==> src/rtl/br_arb_pkg.sv <==
`default_nettype none
// ============================================================================
// Module      : br_arb_pkg
// Description : Shared helpers for the br_arb family of arbiters: weight-field
//               width, effective-weight clamp and reset owner index.
// Revision    : 1.0 - initial release
// ============================================================================
package br_arb_pkg;

  // Width of one weight field able to hold values 0..max_weight.
  function automatic int weight_width(input int max_weight);
    return $clog2(max_weight + 1);
  endfunction

  // Weight 0 behaves as 1 (never starves); values above max_weight clamp.
  function automatic int eff_weight(input int w, input int max_weight);
    if (w == 0) begin
      return 1;
    end
    if (w > max_weight) begin
      return max_weight;
    end
    return w;
  endfunction

  // Owner after reset is the last requester so requester 0 wins first.
  function automatic int reset_owner(input int num_requesters);
    return num_requesters - 1;
  endfunction

endpackage : br_arb_pkg
`default_nettype wire

==> src/rtl/br_arb_wrr_rotate.sv <==
`default_nettype none
// ============================================================================
// Module      : br_arb_wrr_rotate
// Description : Combinational rotating-priority selector. Returns the one-hot
//               position of the first set request bit, searching from start_i
//               upward and wrapping. Zero when no request is set.
// Revision    : 1.0 - initial release
// ============================================================================
module br_arb_wrr_rotate #(
  parameter int NumRequesters = 4
) (
  input  logic [NumRequesters-1:0]         request_i,
  input  logic [$clog2(NumRequesters)-1:0] start_i,
  output logic [NumRequesters-1:0]         grant_o
);

  localparam int IdxW = $clog2(NumRequesters);

  logic            found;
  logic [IdxW-1:0] idx;

  // Walk the requesters in rotated order and keep the first hit only.
  always_comb begin
    grant_o = '0;
    found   = 1'b0;
    idx     = '0;
    for (int i = 0; i < NumRequesters; i++) begin
      idx = IdxW'((int'(start_i) + i) % NumRequesters);
      if (!found && request_i[idx]) begin
        grant_o[idx] = 1'b1;
        found        = 1'b1;
      end
    end
  end

endmodule : br_arb_wrr_rotate
`default_nettype wire

==> src/rtl/br_arb_wrr.sv <==
`default_nettype none
// ============================================================================
// Module      : br_arb_wrr
// Description : Weighted round-robin arbiter with zero-latency grant. The
//               current owner keeps the grant for up to its effective weight
//               of consecutive updates, then priority rotates past it.
//               Optional macro BR_ARB_WRR_LOCK_EN adds a lock input that pins
//               the grant on a still-requesting owner without spending credit.
// Revision    : 1.0 - initial release
// ============================================================================
module br_arb_wrr
  import br_arb_pkg::*;
#(
  parameter int NumRequesters = 4,
  parameter int MaxWeight     = 8,
  parameter int WeightWidth   = weight_width(MaxWeight)
) (
  input  logic                               clk,
  input  logic                               rst_n,
  input  logic                               enable_priority_update,
`ifdef BR_ARB_WRR_LOCK_EN
  input  logic                               lock,
`endif
  input  logic [NumRequesters-1:0]           request,
  input  logic [NumRequesters*WeightWidth-1:0] weight,
  output logic [NumRequesters-1:0]           grant
);

  localparam int              IdxW       = $clog2(NumRequesters);
  localparam logic [IdxW-1:0] ResetOwner = IdxW'(reset_owner(NumRequesters));
  localparam logic [IdxW-1:0] LastIdx    = IdxW'(NumRequesters - 1);

  logic [IdxW-1:0]          owner_q, owner_d;
  logic [WeightWidth-1:0]   credit_q, credit_d;

  logic                     owner_req;
  logic                     lock_hold;
  logic                     sticky;
  logic [IdxW-1:0]          rot_start;
  logic [NumRequesters-1:0] rot_grant;
  logic [IdxW-1:0]          gnt_idx;
  logic [WeightWidth-1:0]   w_sel;
  logic [WeightWidth-1:0]   reload;

  assign owner_req = request[owner_q];

`ifdef BR_ARB_WRR_LOCK_EN
  assign lock_hold = lock && owner_req;
`else
  assign lock_hold = 1'b0;
`endif

  // Owner keeps the grant while it still requests and has credit (or is locked).
  assign sticky    = owner_req && ((credit_q != '0) || lock_hold);

  // Owner itself is searched last, so the search begins one past it.
  assign rot_start = (owner_q == LastIdx) ? '0 : owner_q + 1'b1;

  br_arb_wrr_rotate #(
    .NumRequesters (NumRequesters)
  ) u_rotate (
    .request_i (request),
    .start_i   (rot_start),
    .grant_o   (rot_grant)
  );

  // Grant mux: forced idle in reset, otherwise sticky owner or rotated pick.
  always_comb begin
    grant = '0;
    if (!rst_n) begin
      grant = '0;
    end else if (sticky) begin
      grant[owner_q] = 1'b1;
    end else begin
      grant = rot_grant;
    end
  end

  // Encode the granted index and fetch its programmed weight for a reload.
  always_comb begin
    gnt_idx = '0;
    for (int i = 0; i < NumRequesters; i++) begin
      if (grant[i]) begin
        gnt_idx = IdxW'(i);
      end
    end
    w_sel  = WeightWidth'(weight >> (gnt_idx * WeightWidth));
    reload = WeightWidth'(eff_weight(int'(w_sel), MaxWeight) - 1);
  end

  // Next owner/credit: spend credit on a repeat grant, reload on a hand-over.
  always_comb begin
    owner_d  = owner_q;
    credit_d = credit_q;
    if (enable_priority_update && (|grant)) begin
      if (lock_hold) begin
        credit_d = credit_q;
      end else if ((gnt_idx == owner_q) && (credit_q != '0)) begin
        credit_d = credit_q - 1'b1;
      end else begin
        owner_d  = gnt_idx;
        credit_d = reload;
      end
    end
  end

  // Owner/credit state registers with asynchronous active-low clear.
  always_ff @(posedge clk or negedge rst_n) begin
    if (!rst_n) begin
      owner_q  <= ResetOwner;
      credit_q <= '0;
    end else begin
      owner_q  <= owner_d;
      credit_q <= credit_d;
    end
  end

  a_grant_onehot0 : assert property (@(posedge clk) disable iff (!rst_n)
    $onehot0(grant));

  a_grant_subset : assert property (@(posedge clk) disable iff (!rst_n)
    (grant & ~request) == '0);

  a_grant_live : assert property (@(posedge clk) disable iff (!rst_n)
    (|request) |-> (|grant));

  a_inputs_known : assert property (@(posedge clk) disable iff (!rst_n)
    !$isunknown({request, enable_priority_update}));

endmodule : br_arb_wrr
`default_nettype wire

==> config.mk <==
export PLATFORM = sky130hd
export DESIGN_NAME = br_arb_wrr
export DESIGN_NICKNAME = d
export VERILOG_FILES = /design/src/rtl/br_arb_pkg.sv /design/src/rtl/br_arb_wrr_rotate.sv /design/src/rtl/br_arb_wrr.sv
export SDC_FILE = /design/constraint.sdc
export NUM_CORES = 1
export LEC_CHECK = 0
export ABC_AREA = 1
export CAP_MARGIN = 20
export CORE_MARGIN = 2
export CORE_UTILIZATION = 30
export CTS_CLUSTER_DIAMETER = 200
export DETAILED_ROUTE_END_ITERATION = 7
export GPL_TIMING_DRIVEN = 0
export PLACE_DENSITY = 0.52
export SYNTH_ARGS = -nofsm -noshare
export SYNTH_HDL_FRONTEND = slang
export SYNTH_SLANG_ARGS = --single-unit
==> constraint.sdc <==
create_clock -name clk -period 7.35 [get_ports clk]
set_input_delay 1.8375 -clock clk [delete_from_list [all_inputs] [get_ports clk]]
set_output_delay 1.8375 -clock clk [all_outputs]
set_load 0.05 [all_outputs]
==> metrics.md, run 1 <==
| Metric | Value |
|---|---|
| Hold WC Path Type | flop to flop |
| Worst slew pin tran | 0.4915 ns |
| Arr. time, crit path | 4.20 ns |
| RSZ-0062 raised after global routing | false |
| Final setup viols | 0 |
| Initial Utilization | 0.3165 |
| Data required, critical path | 5.51 ns |
| Vias in the first global route | 1188 |
| Initial antenna violation count | 0 |
| Hold-fix buffers, CTS | 0 |
| Peak supply drop | 0.2083 mV |
| Total core area | 3689 um^2 |
| Post-Syn Area | 1167 um^2 |
| Worst-Skew Late Latency | 0.22 ns |
| Count leader, synth | nand2_1 |
| Met2 WL | 1245 um |
| Clock slew at reported path FFs | 0.04 ns |
| 1st-iter DRT viols | 56 |
| Final wirelength | 2926 um |
| Post-synth cell types | 24 |
| Synth Flop Type | dfrtp_1 |
| Total Neg Setup Slack | 0 ns |
| Row cnt | 22 |
| GRT Util Overall | 0.1465 |
| Top delay family on crit path | buffers and inverters |
| CP Depth | 13 |
| Leak | 0.8087 nW |
| M1 WL | 1568 um |
| Worst Path Max Fanout | 10 |
| Kind of end point of the critical path | output pin |
| H-tree depth | 1 |
| Rel. slew slack | 0.6713 |
| Post-route DRC | 0 |
| Die height | 66.38 um |
| TritonRoute pass-1 iters | 4 |
| CTS resizes | 0 |
| Hold-critical path depth | 2 |
| Diodes inserted | 0 |
| Final worst path period share | 0.8211 |
| MaxCap Viol Count | 0 |
| Die area | 4406 um^2 |
| Max Freq | 0.1657 GHz |
| Commonest cells in the netlist | nand2_1 (65), inv_1 (29), nand3_1 (28), nor2_1 (14), ha_1 (10) |
| Final Hold Fails | 0 |
| Worst Reg2Reg Path Length in Cells | 22 |
| Count of input and output buffers | 26 |
| Final Max Slew Viols | 0 |
| Status | finished, final reports clean |
| Setup Skew | 0.003069 ns |
| Routed wire per std cell | 10.68 um |
| Syn_nets | 230 |
| Clock Sink Count | 6 |
| Synth warn | 0 |
| Count of flip-flops with a built-in enable after synthesis | 0 |
| Die width | 66.38 um |
| Non-filler cells, final | 274 |
| Flop-to-flop setup slack | 4.08 ns |
| Final nets | 261 |
| Layout area overhead | 30.98% |
| Global-route wire length before repair | 5119 um |
| Post-synth top area share | 0.2090 |
| Vias per cell | 4.518 |
| Seq cells post-synth | 6 |
| Final weighted congestion in routability-driven placement | 0.8593 |
| CP Cell Sequence | clkdlybuf4s50_1 > inv_1 > nand2_1 > nand3_1 > nand2_2 > nor2_8 > nand3_1 > nand2_1 > nand2_1 > nand2_1 > nand2_4 > inv_1 > clkdlybuf4s50_1 |
| CP max stage delay | 0.79 ns |
| Clock Path Buffers | 2 |
| Dominant cell type by area after synthesis | nand2_1 |
| Grt ovf | 0 |
| Routed wl met3 | 112 um |
| Post-CTS Repair Setup Buffers | 0 |
| Sequential share of the synthesized area | 0.1308 |
| Routed via count | 1238 |
| Ranking of synthesized cells by area | nand2_1 (21%), nand3_1 (12%), ha_1 (11%) |
| TritonCTS Buffers | 3 |
| Post-DRT Antenna Nets | 0 |
| Crit path time final | 6.035 ns |
| Dpl cells | 271 |
| Crit path kind | input pin to output pin |
| CP max stage cell | clkdlybuf4s50_1 |
| Startpoint Class | input pin |
| Layout cells sized above 1 | 0.1372 |
| Mapped Cells | 197 |
| Synth async-reset ratio | 1.000 |
| CTS tree | built |
| Syn Area/Cell | 5.926 um^2 |
| Power Dens Cells | 538.7 nW/um^2 |
| Top cell by count, worst path | nand2_1 |
| I/O Pins | 27 |
| Crit path buf inv count | 4 |
| Top sig layer | met3 |
| Root buf cell | clkbuf_8 |
| Pin count of the biggest net entering global routing | 12 |
| HPWL Detailed | 2382 um |
## metal layers
metal  global-route usage  up-vias
li1                     -      683
met4              0.02041        0
met2               0.2313       36
met3              0.02385        0
met1               0.2123      519
met5                    0        -
## flip-flops by register name, indices dropped and copies added (netlist names)
name and flops:
credit_q 4, owner_q 2
## final timing paths
kind                                           endpoint                    start
worst max-delay path                           grant[3]               request[3]
worst min-delay path            credit_q[0]$_DFFE_PN0P_  credit_q[0]$_DFFE_PN0P_
worst max register to register  credit_q[1]$_DFFE_PN0P_   owner_q[0]$_DFFE_PN1P_
worst min register to register  credit_q[0]$_DFFE_PN0P_  credit_q[0]$_DFFE_PN0P_
max in group asynchronous        owner_q[1]$_DFFE_PN1P_                    rst_n
min in group asynchronous       credit_q[0]$_DFFE_PN0P_                    rst_n
## metrics by stage
stage / area, um^2 / hold slack [ns] / power [W] / worst slack (ns) / util
CTS: 1529 / 0.5181 / 0.0008276 / 1.314 / 0.4145
global route: 1529 / 0.5532 / 0.0009231 / 1.151 / 0.4145
finish: 1529 / 0.5146 / 0.0008237 / 1.315 / 0.4145
global placement: 1488 / 0.5080 / 0.0007759 / 1.327 / 0.4033
detailed placement: 1488 / 0.5100 / 0.0007723 / 1.328 / 0.4033
floorplan: 1167 / 0.4888 / 0.0006234 / 2.536 / -
## power breakdown
part           internal, W  switching (W)  total (W)
clock            0.0000352      0.0000144  0.0000496
sequential       0.0000544      0.0000216  0.0000760
combinational     0.000238       0.000460   0.000698
total             0.000328       0.000496   0.000824
## worst min-delay path, delay by kind of cell, from the launching register on
family	cells	cell delay, ns
compound gates	1	0.09
flops	1	0.33
simple gates	1	0.06
## cells by family (layout without fill, tap and decap cells)
| kind of cell | Yosys count | after routing | synth area share |
|---|---|---|---|
| buf+inv | 32 | 61 | 0.1050 |
| flops | 6 | 6 | 0.1308 |
| fa+ha+maj | 10 | 10 | 0.1072 |
| xor+xnor | 3 | 3 | 0.02895 |
| simple gates | 126 | 126 | 0.5241 |
| compound gates | 20 | 20 | 0.1040 |
## placed cells by master (no fill, tap or decap), drive strengths merged
master,instances
a21oi,4
clkbuf,3
ha,10
clkdlybuf4s50,26
or2,1
nor2,18
a31oi,2
xor2,2
nand3,30
o21ai,11
dfstp,2
xnor2,1
dfrtp,4
inv,32
nand2,77
o211ai,3
## cell type report
cell class,instances,area (um^2)
fillers,432,2160
repair buffers,26,260.3
inverters,32,122.6
flip-flops and latches,6,152.6
multi-input cells,159,892.1
clock buffers,3,41.29
well taps,48,60.06
Power figures use the tool's default switching activity.
==> run 2: changes to the inputs <==
- clock period: 7.35 -> 6.13 ns (I/O delays scaled with it)
==> results of run 2 <==
Same layout as run 1 (identical final DEF). Status: finished, final reports clean.
Main changes from that run: setup slack after placement 1.328 ns -> 0.7176 ns; setup slack after layout 1.315 ns -> 0.7046 ns; register-to-register setup slack 4.08 ns -> 2.86 ns; total power 0.0008237 W -> 0.0009876 W; worst IR drop on VDD 0.2083 mV -> 0.2498 mV
